## src/rtl/arm_ctrl_pkg.sv

```systemverilog
// rtl/arm_ctrl_pkg.sv - shared encodings for the multicycle ARM control path
//
// Purpose: state encodings, opcode constants, ALU operand/op codes, the
// opcode class enum and the bundled control-strobe struct. This package is
// shared by the control FSM, the opcode decoder and the ALU control block.
// Ports: none (package).
package arm_ctrl_pkg;

  // FSM state encodings (4-bit, visible on the state output)
  localparam logic [3:0] S_FETCH  = 4'd0;
  localparam logic [3:0] S_DECODE = 4'd1;
  localparam logic [3:0] S_EXEC_R = 4'd2;
  localparam logic [3:0] S_WB_R   = 4'd3;
  localparam logic [3:0] S_ADDR   = 4'd4;
  localparam logic [3:0] S_MEM_RD = 4'd5;
  localparam logic [3:0] S_WB_MEM = 4'd6;
  localparam logic [3:0] S_MEM_WR = 4'd7;
  localparam logic [3:0] S_CBZ    = 4'd8;
  localparam logic [3:0] S_BR     = 4'd9;

  // Full 11-bit opcodes
  localparam logic [10:0] OP_ADD  = 11'b10001011000;
  localparam logic [10:0] OP_SUB  = 11'b11001011000;
  localparam logic [10:0] OP_AND  = 11'b10001010000;
  localparam logic [10:0] OP_ORR  = 11'b10101010000;
  localparam logic [10:0] OP_LDUR = 11'b11111000010;
  localparam logic [10:0] OP_STUR = 11'b11111000000;

  // CBZ and B carry immediate bits in the low opcode field, so only the
  // fixed prefix is matched: CBZ = opcode[10:3], B = opcode[10:5].
  localparam logic [7:0] OP_CBZ_PREFIX = 8'b10110100;
  localparam logic [5:0] OP_B_PREFIX   = 6'b000101;

  // ALU operation select
  localparam logic [1:0] ALU_OP_ADD    = 2'b00;
  localparam logic [1:0] ALU_OP_PASS_B = 2'b01;
  localparam logic [1:0] ALU_OP_FUNCT  = 2'b10;

  // ALU B-operand select
  localparam logic [1:0] SRC_B_REG      = 2'b00;
  localparam logic [1:0] SRC_B_FOUR     = 2'b01;
  localparam logic [1:0] SRC_B_SEXT     = 2'b10;
  localparam logic [1:0] SRC_B_SEXT_SH2 = 2'b11;

  typedef enum logic [2:0] {
    CLS_ILLEGAL = 3'd0,
    CLS_RTYPE   = 3'd1,
    CLS_LOAD    = 3'd2,
    CLS_STORE   = 3'd3,
    CLS_CBZ     = 3'd4,
    CLS_B       = 3'd5
  } op_class_t;

  // Every state-decoded control output, so a whole set can be cleared at once
  typedef struct packed {
    logic       pc_write;
    logic       pc_write_cond;
    logic       ir_write;
    logic       i_or_d;
    logic       mem_read;
    logic       mem_write;
    logic       reg_write;
    logic       mem_to_reg;
    logic       alu_src_a;
    logic       pc_source;
    logic [1:0] alu_src_b;
    logic [1:0] alu_op;
    logic       instr_done;
  } ctrl_t;

endpackage

```

## src/rtl/opcode_decode.sv

```systemverilog
// rtl/opcode_decode.sv - classifies an 11-bit ARM opcode
//
// Purpose: maps instruction[31:21] onto an instruction class and derives
// reg2loc (second register read port takes Rt for STUR/CBZ).
// Ports:
//   opcode_i   in  11  instruction[31:21]
//   op_class_o out  3  decoded class (CLS_ILLEGAL when unrecognised)
//   reg2loc_o  out  1  1 for STUR and CBZ
module opcode_decode
  import arm_ctrl_pkg::*;
(
  input  logic [10:0] opcode_i,
  output op_class_t   op_class_o,
  output logic        reg2loc_o
);

  always_comb begin
    op_class_o = CLS_ILLEGAL;
    if ((opcode_i == OP_ADD) || (opcode_i == OP_SUB) ||
        (opcode_i == OP_AND) || (opcode_i == OP_ORR)) begin
      op_class_o = CLS_RTYPE;
    end else if (opcode_i == OP_LDUR) begin
      op_class_o = CLS_LOAD;
    end else if (opcode_i == OP_STUR) begin
      op_class_o = CLS_STORE;
    end else if (opcode_i[10:3] == OP_CBZ_PREFIX) begin
      op_class_o = CLS_CBZ;
    end else if (opcode_i[10:5] == OP_B_PREFIX) begin
      op_class_o = CLS_B;
    end
  end

  assign reg2loc_o = (op_class_o == CLS_STORE) || (op_class_o == CLS_CBZ);

endmodule

```

## src/rtl/multicycle_control.sv

```systemverilog
// rtl/multicycle_control.sv - multicycle ARM datapath control FSM
//
// Purpose: Moore-style control FSM sequencing FETCH/DECODE and the per-class
// execution states; all strobes come from the current state (FETCH and
// MEM_WR also qualify with mem_ready), reg2loc comes straight from the decoder.
// Ports:
//   clk           in   1  rising-edge clock
//   reset         in   1  asynchronous active-high, forces FETCH
//   opcode        in  11  instruction[31:21] from the IR
//   mem_ready     in   1  shared memory access completes this cycle
//   pc_write, pc_write_cond, ir_write, i_or_d, mem_read, mem_write,
//   reg_write, mem_to_reg, reg2loc, alu_src_a, pc_source
//                 out  1  datapath strobes / mux selects
//   alu_src_b     out  2  00 reg, 01 const 4, 10 sign-ext, 11 sign-ext<<2
//   alu_op        out  2  00 add, 01 pass-B, 10 funct
//   state         out  4  current state encoding
//   instr_done    out  1  pulse in the final cycle of a legal instruction
//   illegal       out  1  pulse in the FETCH cycle after an illegal decode
module multicycle_control
  import arm_ctrl_pkg::*;
(
  input  logic        clk,
  input  logic        reset,
  input  logic [10:0] opcode,
  input  logic        mem_ready,
  output logic        pc_write,
  output logic        pc_write_cond,
  output logic        ir_write,
  output logic        i_or_d,
  output logic        mem_read,
  output logic        mem_write,
  output logic        reg_write,
  output logic        mem_to_reg,
  output logic        reg2loc,
  output logic        alu_src_a,
  output logic        pc_source,
  output logic [1:0]  alu_src_b,
  output logic [1:0]  alu_op,
  output logic [3:0]  state,
  output logic        instr_done,
  output logic        illegal
);

  logic [3:0] state_q, state_d;
  // Load/store direction is captured at DECODE so a later opcode change
  // cannot redirect ADDR to the other memory state.
  logic       is_store_q, is_store_d;
  logic       illegal_q, illegal_d;

  op_class_t  op_class;
  logic       dec_reg2loc;
  ctrl_t      ctrl;

  opcode_decode u_opcode_decode (
    .opcode_i   (opcode),
    .op_class_o (op_class),
    .reg2loc_o  (dec_reg2loc)
  );

  // Next-state logic
  always_comb begin
    state_d    = state_q;
    is_store_d = is_store_q;
    illegal_d  = 1'b0;
    case (state_q)
      S_FETCH: begin
        if (mem_ready) state_d = S_DECODE;
      end
      S_DECODE: begin
        is_store_d = (op_class == CLS_STORE);
        case (op_class)
          CLS_RTYPE: state_d = S_EXEC_R;
          CLS_LOAD:  state_d = S_ADDR;
          CLS_STORE: state_d = S_ADDR;
          CLS_CBZ:   state_d = S_CBZ;
          CLS_B:     state_d = S_BR;
          default: begin
            state_d   = S_FETCH;
            illegal_d = 1'b1;
          end
        endcase
      end
      S_EXEC_R: state_d = S_WB_R;
      S_WB_R:   state_d = S_FETCH;
      S_ADDR:   state_d = is_store_q ? S_MEM_WR : S_MEM_RD;
      S_MEM_RD: begin
        if (mem_ready) state_d = S_WB_MEM;
      end
      S_WB_MEM: state_d = S_FETCH;
      S_MEM_WR: begin
        if (mem_ready) state_d = S_FETCH;
      end
      S_CBZ:    state_d = S_FETCH;
      S_BR:     state_d = S_FETCH;
      default:  state_d = S_FETCH;
    endcase
  end

  always_ff @(posedge clk or posedge reset) begin
    if (reset) begin
      state_q    <= S_FETCH;
      is_store_q <= 1'b0;
      illegal_q  <= 1'b0;
    end else begin
      state_q    <= state_d;
      is_store_q <= is_store_d;
      illegal_q  <= illegal_d;
    end
  end

  // Output decode; anything not set in a state stays 0
  always_comb begin
    ctrl = '0;
    case (state_q)
      S_FETCH: begin
        ctrl.mem_read  = 1'b1;
        ctrl.alu_src_b = SRC_B_FOUR;
        ctrl.alu_op    = ALU_OP_ADD;
        ctrl.ir_write  = mem_ready;
        ctrl.pc_write  = mem_ready;
      end
      S_DECODE: begin
        // Precompute PC + (sign-ext << 2) for a possible branch
        ctrl.alu_src_b = SRC_B_SEXT_SH2;
        ctrl.alu_op    = ALU_OP_ADD;
      end
      S_EXEC_R: begin
        ctrl.alu_src_a = 1'b1;
        ctrl.alu_src_b = SRC_B_REG;
        ctrl.alu_op    = ALU_OP_FUNCT;
      end
      S_WB_R: begin
        ctrl.reg_write  = 1'b1;
        ctrl.instr_done = 1'b1;
      end
      S_ADDR: begin
        ctrl.alu_src_a = 1'b1;
        ctrl.alu_src_b = SRC_B_SEXT;
        ctrl.alu_op    = ALU_OP_ADD;
      end
      S_MEM_RD: begin
        ctrl.mem_read = 1'b1;
        ctrl.i_or_d   = 1'b1;
      end
      S_WB_MEM: begin
        ctrl.reg_write  = 1'b1;
        ctrl.mem_to_reg = 1'b1;
        ctrl.instr_done = 1'b1;
      end
      S_MEM_WR: begin
        ctrl.mem_write  = 1'b1;
        ctrl.i_or_d     = 1'b1;
        ctrl.instr_done = mem_ready;
      end
      S_CBZ: begin
        ctrl.alu_src_a     = 1'b1;
        ctrl.alu_src_b     = SRC_B_REG;
        ctrl.alu_op        = ALU_OP_PASS_B;
        ctrl.pc_write_cond = 1'b1;
        ctrl.pc_source     = 1'b1;
        ctrl.instr_done    = 1'b1;
      end
      S_BR: begin
        ctrl.pc_write   = 1'b1;
        ctrl.pc_source  = 1'b1;
        ctrl.instr_done = 1'b1;
      end
      default: ctrl = '0;
    endcase
    // Reset silences every strobe immediately, not just at the next edge
    if (reset) ctrl = '0;
  end

  assign pc_write      = ctrl.pc_write;
  assign pc_write_cond = ctrl.pc_write_cond;
  assign ir_write      = ctrl.ir_write;
  assign i_or_d        = ctrl.i_or_d;
  assign mem_read      = ctrl.mem_read;
  assign mem_write     = ctrl.mem_write;
  assign reg_write     = ctrl.reg_write;
  assign mem_to_reg    = ctrl.mem_to_reg;
  assign alu_src_a     = ctrl.alu_src_a;
  assign pc_source     = ctrl.pc_source;
  assign alu_src_b     = ctrl.alu_src_b;
  assign alu_op        = ctrl.alu_op;
  assign instr_done    = ctrl.instr_done;
  assign reg2loc       = dec_reg2loc;
  assign state         = state_q;
  assign illegal       = illegal_q;

endmodule

```

## config.mk

```make
export PLATFORM = sky130hd
export DESIGN_NAME = multicycle_control
export DESIGN_NICKNAME = d
export VERILOG_FILES = /design/src/rtl/arm_ctrl_pkg.sv /design/src/rtl/opcode_decode.sv /design/src/rtl/multicycle_control.sv
export SDC_FILE = /design/constraint.sdc
export NUM_CORES = 1
export LEC_CHECK = 0
export CAP_MARGIN = 20
export CORE_MARGIN = 2
export CORE_UTILIZATION = 36
export DETAILED_ROUTE_END_ITERATION = 8
export PLACE_DENSITY = 0.79
export SYNTH_ARGS = -nofsm -noshare
export SYNTH_HDL_FRONTEND = slang
export SYNTH_SLANG_ARGS = --single-unit
```

## constraint.sdc

```tcl
create_clock -name clk -period 1.7 [get_ports clk]
set_clock_uncertainty 0.1 [all_clocks]
set_input_delay 0.34 -clock clk [delete_from_list [all_inputs] [get_ports clk]]
set_output_delay 0.34 -clock clk [all_outputs]
set_load 0.02 [all_outputs]
```

==> results.py, run 1 <==
metrics = {
    "logic_synthesis": {
        "netlist_instances": 76,
        "ys_async_sr_fraction_pct": 100,
        "synth_enable_flop_cells": 0,
        "yosysWarningCount": 0,
        "ys_seq_area_share_pct": 25.9,
        "synth_area_sq_um": 579,
        "synth.avg_cell_area_sq_um": 7.62,
        "synth_flop_cell": "dfrtp_1",
        "syn_nets": 90,
        "synth-seq-cells": 6,
        "ys_types": 35,
    },
    "clocking": {
        "clkLatencyLatePin_ns": 0.26,
        "clockBufferDepth": 2,
        "clk_pin_slew_worst_paths_ns": 0.05,
        "cts-root-buf": "clkbuf_4",
        "ctsHtreeMaxLevel": 1,
        "cts_buffers": 3,
        "clock-sinks": 6,
        "cts_tree": "done",
        "cts_hold_buffers": 0,
    },
    "critical_path": {
        "r2r_end": "state[1]",
        "timing.rr.start": "state[2]",
        "critPathKind": "reg2out",
        "worstRegToRegCells": 6,
        "required_ns": 1.26,
        "startpoint_type": "register",
        "critPathMaxFanout": 5,
        "end_kind": "output port",
        "crit_arrival_ns": 1.48,
        "rrSetupSlack_ns": -0.01,
    },
    "timing": {
        "timing.fmax_mhz": 521,
        "setup_viol_count_final": 15,
        "grt_setup_unrepaired": "yes",
        "worstMarginPinSlew_ns": 0.444,
        "max_slew_margin_pct": 70.1,
        "layout_min_cycle_time_ns": 1.92,
        "hold_violations": 0,
        "period_share_pct": 113,
        "setup_tns_ns": -1.42,
        "drv_slew": 0,
        "layout_setup_ws_ns": -0.218,
    },
    "floorplanning": {
        "die_w_microns": 44.1,
        "io-pin-count": 35,
        "start_util_pct": 38.5,
        "die_y_microns": 44.1,
        "core_region_area_sq_mm": 0.00151,
        "rows": 14,
        "dieArea_sq_mm": 0.00195,
    },
    "pwr": {
        "irDropWorstVdd_mv": 1.08,
        "p_total_w": 0.00201,
        "power.leakage_nw": 0.689,
        "powerDensity_mw_per_mm2": 1420,
    },
    "grt": {
        "grt-ovfl-total": 0,
        "grt_pass1_wl_microns": 4580,
        "grt.total_usage_pct": 33.2,
        "grt_max_degree": 10,
        "antenna_found_initial": 0,
        "first_global_vias": 993,
    },
    "detailed_routing": {
        "dr.pass1.iters": 4,
        "wl_per_cell_microns": 20.7,
        "drt-total-wl_microns": 3500,
        "drc": 0,
        "drt_iter0_markers": 39,
        "vias": 1049,
        "ant_nets": 0,
        "via_per_inst": 6.21,
    },
    "min_path": {
        "min_path_type": "in2async",
    },
    "placement": {
        "hpwl_microns": 1920,
        "gp_congestion": 0.792,
        "place_worst_setup_slack_ns": -0.921,
        "port_buffers": 34,
        "placed_cell_area_sq_mm": 0.00123,
    },
    "run_status": {
        "status": "finished with violations",
        "violations": "setup timing",
    },
    "cells_and_area": {
        "fin_area_sq_mm": 0.00141,
        "final_util_pct": 93.9,
        "syn_to_final_growth_pct": 144,
        "diodes": 0,
        "nets": 168,
        "drive_above_1_share_pct": 71.9,
    },
    "run": {
        "drv_cap": 0,
    },
}
power breakdown:
| part | leakage [nW] | switching (W) | internal (W) |
|---|---|---|---|
| combinational | 0.601 | 0.000753 | 0.000800 |
| sequential | 0.0731 | 0.000109 | 0.000196 |
| clock | 0.0150 | 0.0000603 | 0.0000895 |
| total | 0.689 | 0.000922 | 0.00109 |
metrics by stage:
step	hold WS, ns	cells
floorplan	0.0468	76
global placement	0.378	154
detailed placement	0.391	154
CTS	0.149	165
global route	0.200	169
finish	0.179	169
layout by cell type, fill, tap and decap left out, types with 3 or more instances in the layout:
cell type and n:
and4_1 3, buf_2 7, buf_4 40, buf_6 18, clkbuf_2 7, clkbuf_4 3, dfrtp_2 4, nand2_1 5
nor2_4 6, nor3_2 3, o21ai_1 3
area by class of cell:
type / count / area, sq um
Clock buffer: 4 / 26.3
Fill cell: 50 / 92.6
Inverter: 3 / 13.8
Multi-Input combinational cell: 63 / 576
Sequential cell: 6 / 155
Tap cell: 16 / 20.0
Timing Repair Buffer: 77 / 623
timing repair:
| action | in CTS | in global routing |
|---|---|---|
| hold endpoints to repair | 0 | 0 |
| setup buffers | 8 | 5 |
| endpoints found under the setup margin | 26 | 23 |
| pin swaps | 14 | 15 |
| gates resized for setup | 139 | 37 |
synth_stat cells (all sizes together), types with 2 or more instances:
| master | count | share of area (%) |
|---|---|---|
| and4 | 4 | 6.0 |
| or2 | 2 | 2.2 |
| a31oi | 2 | 2.2 |
| nand2 | 7 | 4.5 |
| o21ai | 4 | 3.5 |
| nor3b | 2 | 2.6 |
| clkbuf | 4 | 2.6 |
| dfrtp | 6 | 26 |
| a21oi | 2 | 1.7 |
| nor3 | 5 | 4.3 |
| nand2b | 2 | 2.2 |
| or3 | 3 | 3.2 |
| a22o | 2 | 3.0 |
| nor2 | 9 | 5.8 |
| xor2 | 2 | 3.0 |
| inv | 3 | 1.9 |
sequential cells by signal (all words and copies together) (netlist names):
name / count
illegal: 1
state: 4
is_store_q: 1
routing by layer:
layer / part of all wire [%] / track usage (%) / vias to the layer above / wire [microns]
li1: - / - / 440 / -
met1: 35 / 35.6 / 486 / 1240
met2: 49 / 62.1 / 86 / 1720
met3: 8.0 / 6.53 / 37 / 280
met4: 7.5 / 14.5 / 0 / 264
met5: 0 / 0 / - / 0
cell families (layout without fill, tap and decap cells):
family / count (synthesis) / after routing / synth area share (%)
buffers and inverters: 7 / 84 / 4.53
flip-flops: 6 / 6 / 25.9
AND/OR/NAND/NOR: 45 / 45 / 48.2
AO/OA/AOI/OAI: 15 / 15 / 16.8
XOR/XNOR: 3 / 3 / 4.54
critical path, cell delays in order (launching register included):
cell,delay [ns]
dfrtp_2,0.48
xnor2_4,0.25
nor2_4,0.05
a211o_1,0.30
buf_6,0.14
worst max-delay path by stage:
stage | from | to | slack (ns) | depth (start not counted)
2_1_floorplan | state[1] | alu_op[1] | -0.06 | 3
3_3_place_gp | opcode[7] | reg2loc | -0.90 | 5
3_5_place_dp | opcode[4] | reg2loc | -0.92 | 5
4_1_cts | state[3] | instr_done | -0.20 | 4
5_1_grt | state[2] | instr_done | -0.27 | 4
6_report | state[2] | instr_done | -0.22 | 4
No activity file was read; power rests on OpenSTA's default activity.
==> run 2: changes to the inputs <==
--- a/config.mk
+++ b/config.mk
@@ -9,5 +9,7 @@
 export CORE_MARGIN = 2
-export CORE_UTILIZATION = 36
+export CORE_UTILIZATION = 40
 export DETAILED_ROUTE_END_ITERATION = 8
-export PLACE_DENSITY = 0.79
+export DONT_BUFFER_PORTS = 1
+export GPL_ROUTABILITY_DRIVEN = 1
+export PLACE_DENSITY = 0.55
 export SYNTH_ARGS = -nofsm -noshare
--- a/constraint.sdc
+++ b/constraint.sdc
@@ -4,2 +4,2 @@
 set_output_delay 0.34 -clock clk [all_outputs]
-set_load 0.02 [all_outputs]
+set_load 0.1 [all_outputs]
==> run 2 against run 1 <==
Net effect: the run now fails in clock tree synthesis; synthesized area stayed put; synthesized cell count stayed put.
==> results.py, run 2 <==
metrics = {
    "run_status": {
        "status": "aborted with a tool error",
        "stop_stage": "clock tree synthesis",
        "tool.error": "[ERROR DPL-0033] detailed placement checks failed during check placement.",
    },
    "clocking": {
        "cts_setup_buffers": 6,
        "ctsHtreeMaxLevel": 1,
        "cts_resized": 24,
        "cts_hold_buffers": 1,
        "clock-sinks": 6,
        "cts_buffers": 3,
        "cts-root-buf": "clkbuf_4",
        "clockBufferDepth": 2,
    },
    "logic_synthesis": {
        "synth-seq-cells": 6,
        "synth_area_sq_um": 579,
        "synth_top_area_cell": "dfrtp_1",
        "yosysWarningCount": 0,
        "synthTopCellsByArea": "dfrtp_1 26%, and4_1 6.0%, nor2_1 5.8%",
        "netlist_instances": 76,
        "synth-compound-area-share_pct": 16.8,
        "synth.avg_cell_area_sq_um": 7.62,
        "synthMuxAreaShare_pct": 0,
        "ys_async_sr_fraction_pct": 100,
        "synth_top_area_share_pct": 25.9,
        "synth-simple-area-share_pct": 48.2,
        "synth_flop_cell": "dfrtp_1",
        "synth_xor_xnor_area_share_pct": 4.54,
        "synth_common_cells": "9 x nor2_1, 7 x nand2_1, 6 x dfrtp_1",
        "ys_types": 35,
        "synth_top_family_by_area": "simple AND/OR/NAND/NOR gates",
        "synth_most_common_cell": "nor2_1",
        "syn_nets": 90,
        "ys_seq_area_share_pct": 25.9,
        "synth_enable_flop_cells": 0,
        "synth_adder_area_share_pct": 0,
    },
    "floorplanning": {
        "rows": 13,
        "io-pin-count": 35,
        "die_w_microns": 42.1,
        "start_util_pct": 43.4,
        "die_y_microns": 42.1,
    },
    "placement": {
        "gp_congestion": 0.879,
        "hpwl_microns": 1850,
        "port_buffers": 0,
        "place_inst": 122,
    },
}
[run 2: cell counts after synthesis]
Identical to the previous run, type by type.
[run 2: through the flow]
step | cell area, sq um | worst slack [ns] | hold slack [ns]
floorplan | 801 | -0.632 | 0.0561
global placement | 1130 | -0.0238 | 0.122
detailed placement | 1130 | -0.0554 | 0.145
[run 2: cell families after synthesis]
group,after synthesis
and+or+nand+nor,45
buffers and inverters,7
DFF,6
xor gates and xnor gates,3
AOI/OAI and AO/OA,15
==> run 3: changes to the inputs <==
CORE_AREA = 2 2 63 65   (was unset)
CORE_MARGIN = unset   (was 2)
CORE_UTILIZATION = unset   (was 40)
DIE_AREA = 0 0 65 67   (was unset)
PLACE_DENSITY = unset   (was 0.55)
PLACE_DENSITY_LB_ADDON = 0.15   (was unset)
==> run 3 against run 2 <==
Net effect: the flow now finishes, with violations (setup timing).
==> results.py, run 3 (synthesis results as in run 1) <==
metrics = {
    "run_status": {
        "status": "finished with violations",
        "violations": "setup timing",
    },
    "clocking": {
        "clkLatencyLatePin_ns": 0.22,
        "ctsHtreeMaxLevel": 1,
        "clock-sinks": 6,
        "cts_tree": "done",
        "cts-root-buf": "clkbuf_8",
        "clockBufferDepth": 2,
        "clk_pin_slew_worst_paths_ns": 0.04,
        "cts_buffers": 3,
    },
    "timing": {
        "grt_setup_unrepaired": "yes",
        "layout_setup_ws_ns": -0.239,
        "layout_min_cycle_time_ns": 1.94,
        "timing.fmax_mhz": 516,
        "hold_violations": 0,
        "max_slew_margin_pct": 71.9,
        "setup_viol_count_final": 15,
        "worstMarginPinSlew_ns": 0.416,
        "drv_slew": 0,
        "hold_ws_ns": 0.331,
        "period_share_pct": 114,
    },
    "detailed_routing": {
        "wl_met2_microns": 1080,
        "via_per_inst": 4.54,
        "met1_length_microns": 805,
        "drt_iter0_markers": 11,
        "drt-total-wl_microns": 2050,
        "wl_per_cell_microns": 12.5,
        "dr.pass1.iters": 4,
        "vias": 744,
        "highest_layer": "met4",
        "ant_nets": 0,
        "drc": 0,
        "met3_length_microns": 134,
    },
    "pwr": {
        "powerDensity_mw_per_mm2": 1970,
        "irDropWorstVdd_mv": 0.413,
        "p_total_w": 0.00271,
        "power.leakage_nw": 0.558,
    },
    "cells_and_area": {
        "diodes": 0,
        "final-seq-area_sq_um": 165,
        "layout_commonest_cell": "buf_4",
        "nets": 131,
        "drive_above_1_share_pct": 65.5,
        "final.fill_count": 368,
        "final_util_pct": 38.1,
        "multi_input_area_sq_um": 598,
        "syn_to_final_growth_pct": 137,
        "fin_area_sq_mm": 0.00137,
        "mostFrequentLayoutCells": "21 x buf_4, 14 x buf_12, 6 x nor2_4",
        "largest_reg_flops": 4,
    },
    "min_path": {
        "hold_start": "mem_ready",
        "min_path_type": "in2reg",
        "hold-path-endpoint": "state[2]",
        "hold_depth": 3,
    },
    "critical_path": {
        "critPathMaxFanout": 6,
        "worstRegToRegCells": 5,
        "startpoint_type": "register",
        "crit_arrival_ns": 1.50,
        "critPathKind": "reg2out",
        "r2r_end": "state[1]",
        "end_kind": "output port",
        "rrSetupSlack_ns": 0.10,
        "required_ns": 1.26,
        "timing.rr.start": "state[2]",
    },
    "run": {
        "drv_cap": 0,
    },
    "grt": {
        "grt-ovfl-total": 0,
        "antenna_found_initial": 0,
        "grt.total_usage_pct": 9.81,
        "grt_max_degree": 10,
        "grt_pass1_wl_microns": 3340,
        "first_global_vias": 762,
    },
    "floorplanning": {
        "die_w_microns": 65,
        "dieArea_sq_mm": 0.00436,
        "start_util_pct": 16.1,
        "rows": 22,
        "die_y_microns": 67,
        "core_region_area_sq_mm": 0.00361,
        "io-pin-count": 35,
    },
    "placement": {
        "hpwl_microns": 1710,
        "gp_congestion": 0.772,
        "placed_cell_area_sq_mm": 0.00118,
        "port_buffers": 0,
    },
}
## run 3: layout make-up
class,instances,area share [%]
Clock buffer,4,3.28
Inverter,3,0.820
Sequential cell,6,12.0
Multi-Input combinational cell,63,43.6
Timing Repair Buffer,40,35.9
Tap cell,48,4.38
## run 3: how the worst max path moves through the flow
stage,from,endpoint,slack [ns],depth (start not counted)
after floorplan,state[1],alu_src_a,-0.63,4
after detailed placement,state[3],state[0],-0.15,5
after CTS,state[3],instr_done,-0.23,3
after global placement,state[3],state[0],-0.10,5
final,state[3],instr_done,-0.24,3
after global routing,state[3],instr_done,-0.28,4
## run 3: power by group
group	internal, W	total, W	leakage [nW]	switching [W]
combinational	0.000813	0.00216	0.462	0.00135
clock	0.000161	0.000223	0.0228	0.0000617
sequential	0.000213	0.000324	0.0726	0.000110
total	0.00119	0.00271	0.558	0.00152
## run 3: metal layers
layer / GRT usage, % / up-vias
met5: 0 / -
met4: 5.59 / 0
li1: - / 366
met1: 11.1 / 351
met2: 17.4 / 25
met3: 1.52 / 2
## run 3: repair_timing
| action | CTS | global route |
|---|---|---|
| setup endpoints to repair | 20 | 20 |
| resized for setup | 13 | 12 |
| buffers inserted | 4 | 1 |
| endpoints found under the hold margin | 6 | 0 |
| pin swaps | 10 | 5 |
| hold buffers | 1 | 0 |
## run 3: per-stage QoR
| step | worst slack, ns | std cells | setup TNS [ns] |
|---|---|---|---|
| 6_report | -0.239 | 164 | -2.01 |
| 2_1_floorplan | -0.632 | 76 | -5.16 |
| 3_3_place_gp | -0.103 | 154 | -0.324 |
| 3_5_place_dp | -0.147 | 154 | -0.499 |
| 4_1_cts | -0.226 | 163 | -2.19 |
| 5_1_grt | -0.280 | 164 | -2.79 |
## run 3: critical path, cell delays in order, from the launching register on
cell,delay [ns]
dfrtp_4,0.52
buf_6,0.15
and3_4,0.20
a211o_4,0.40
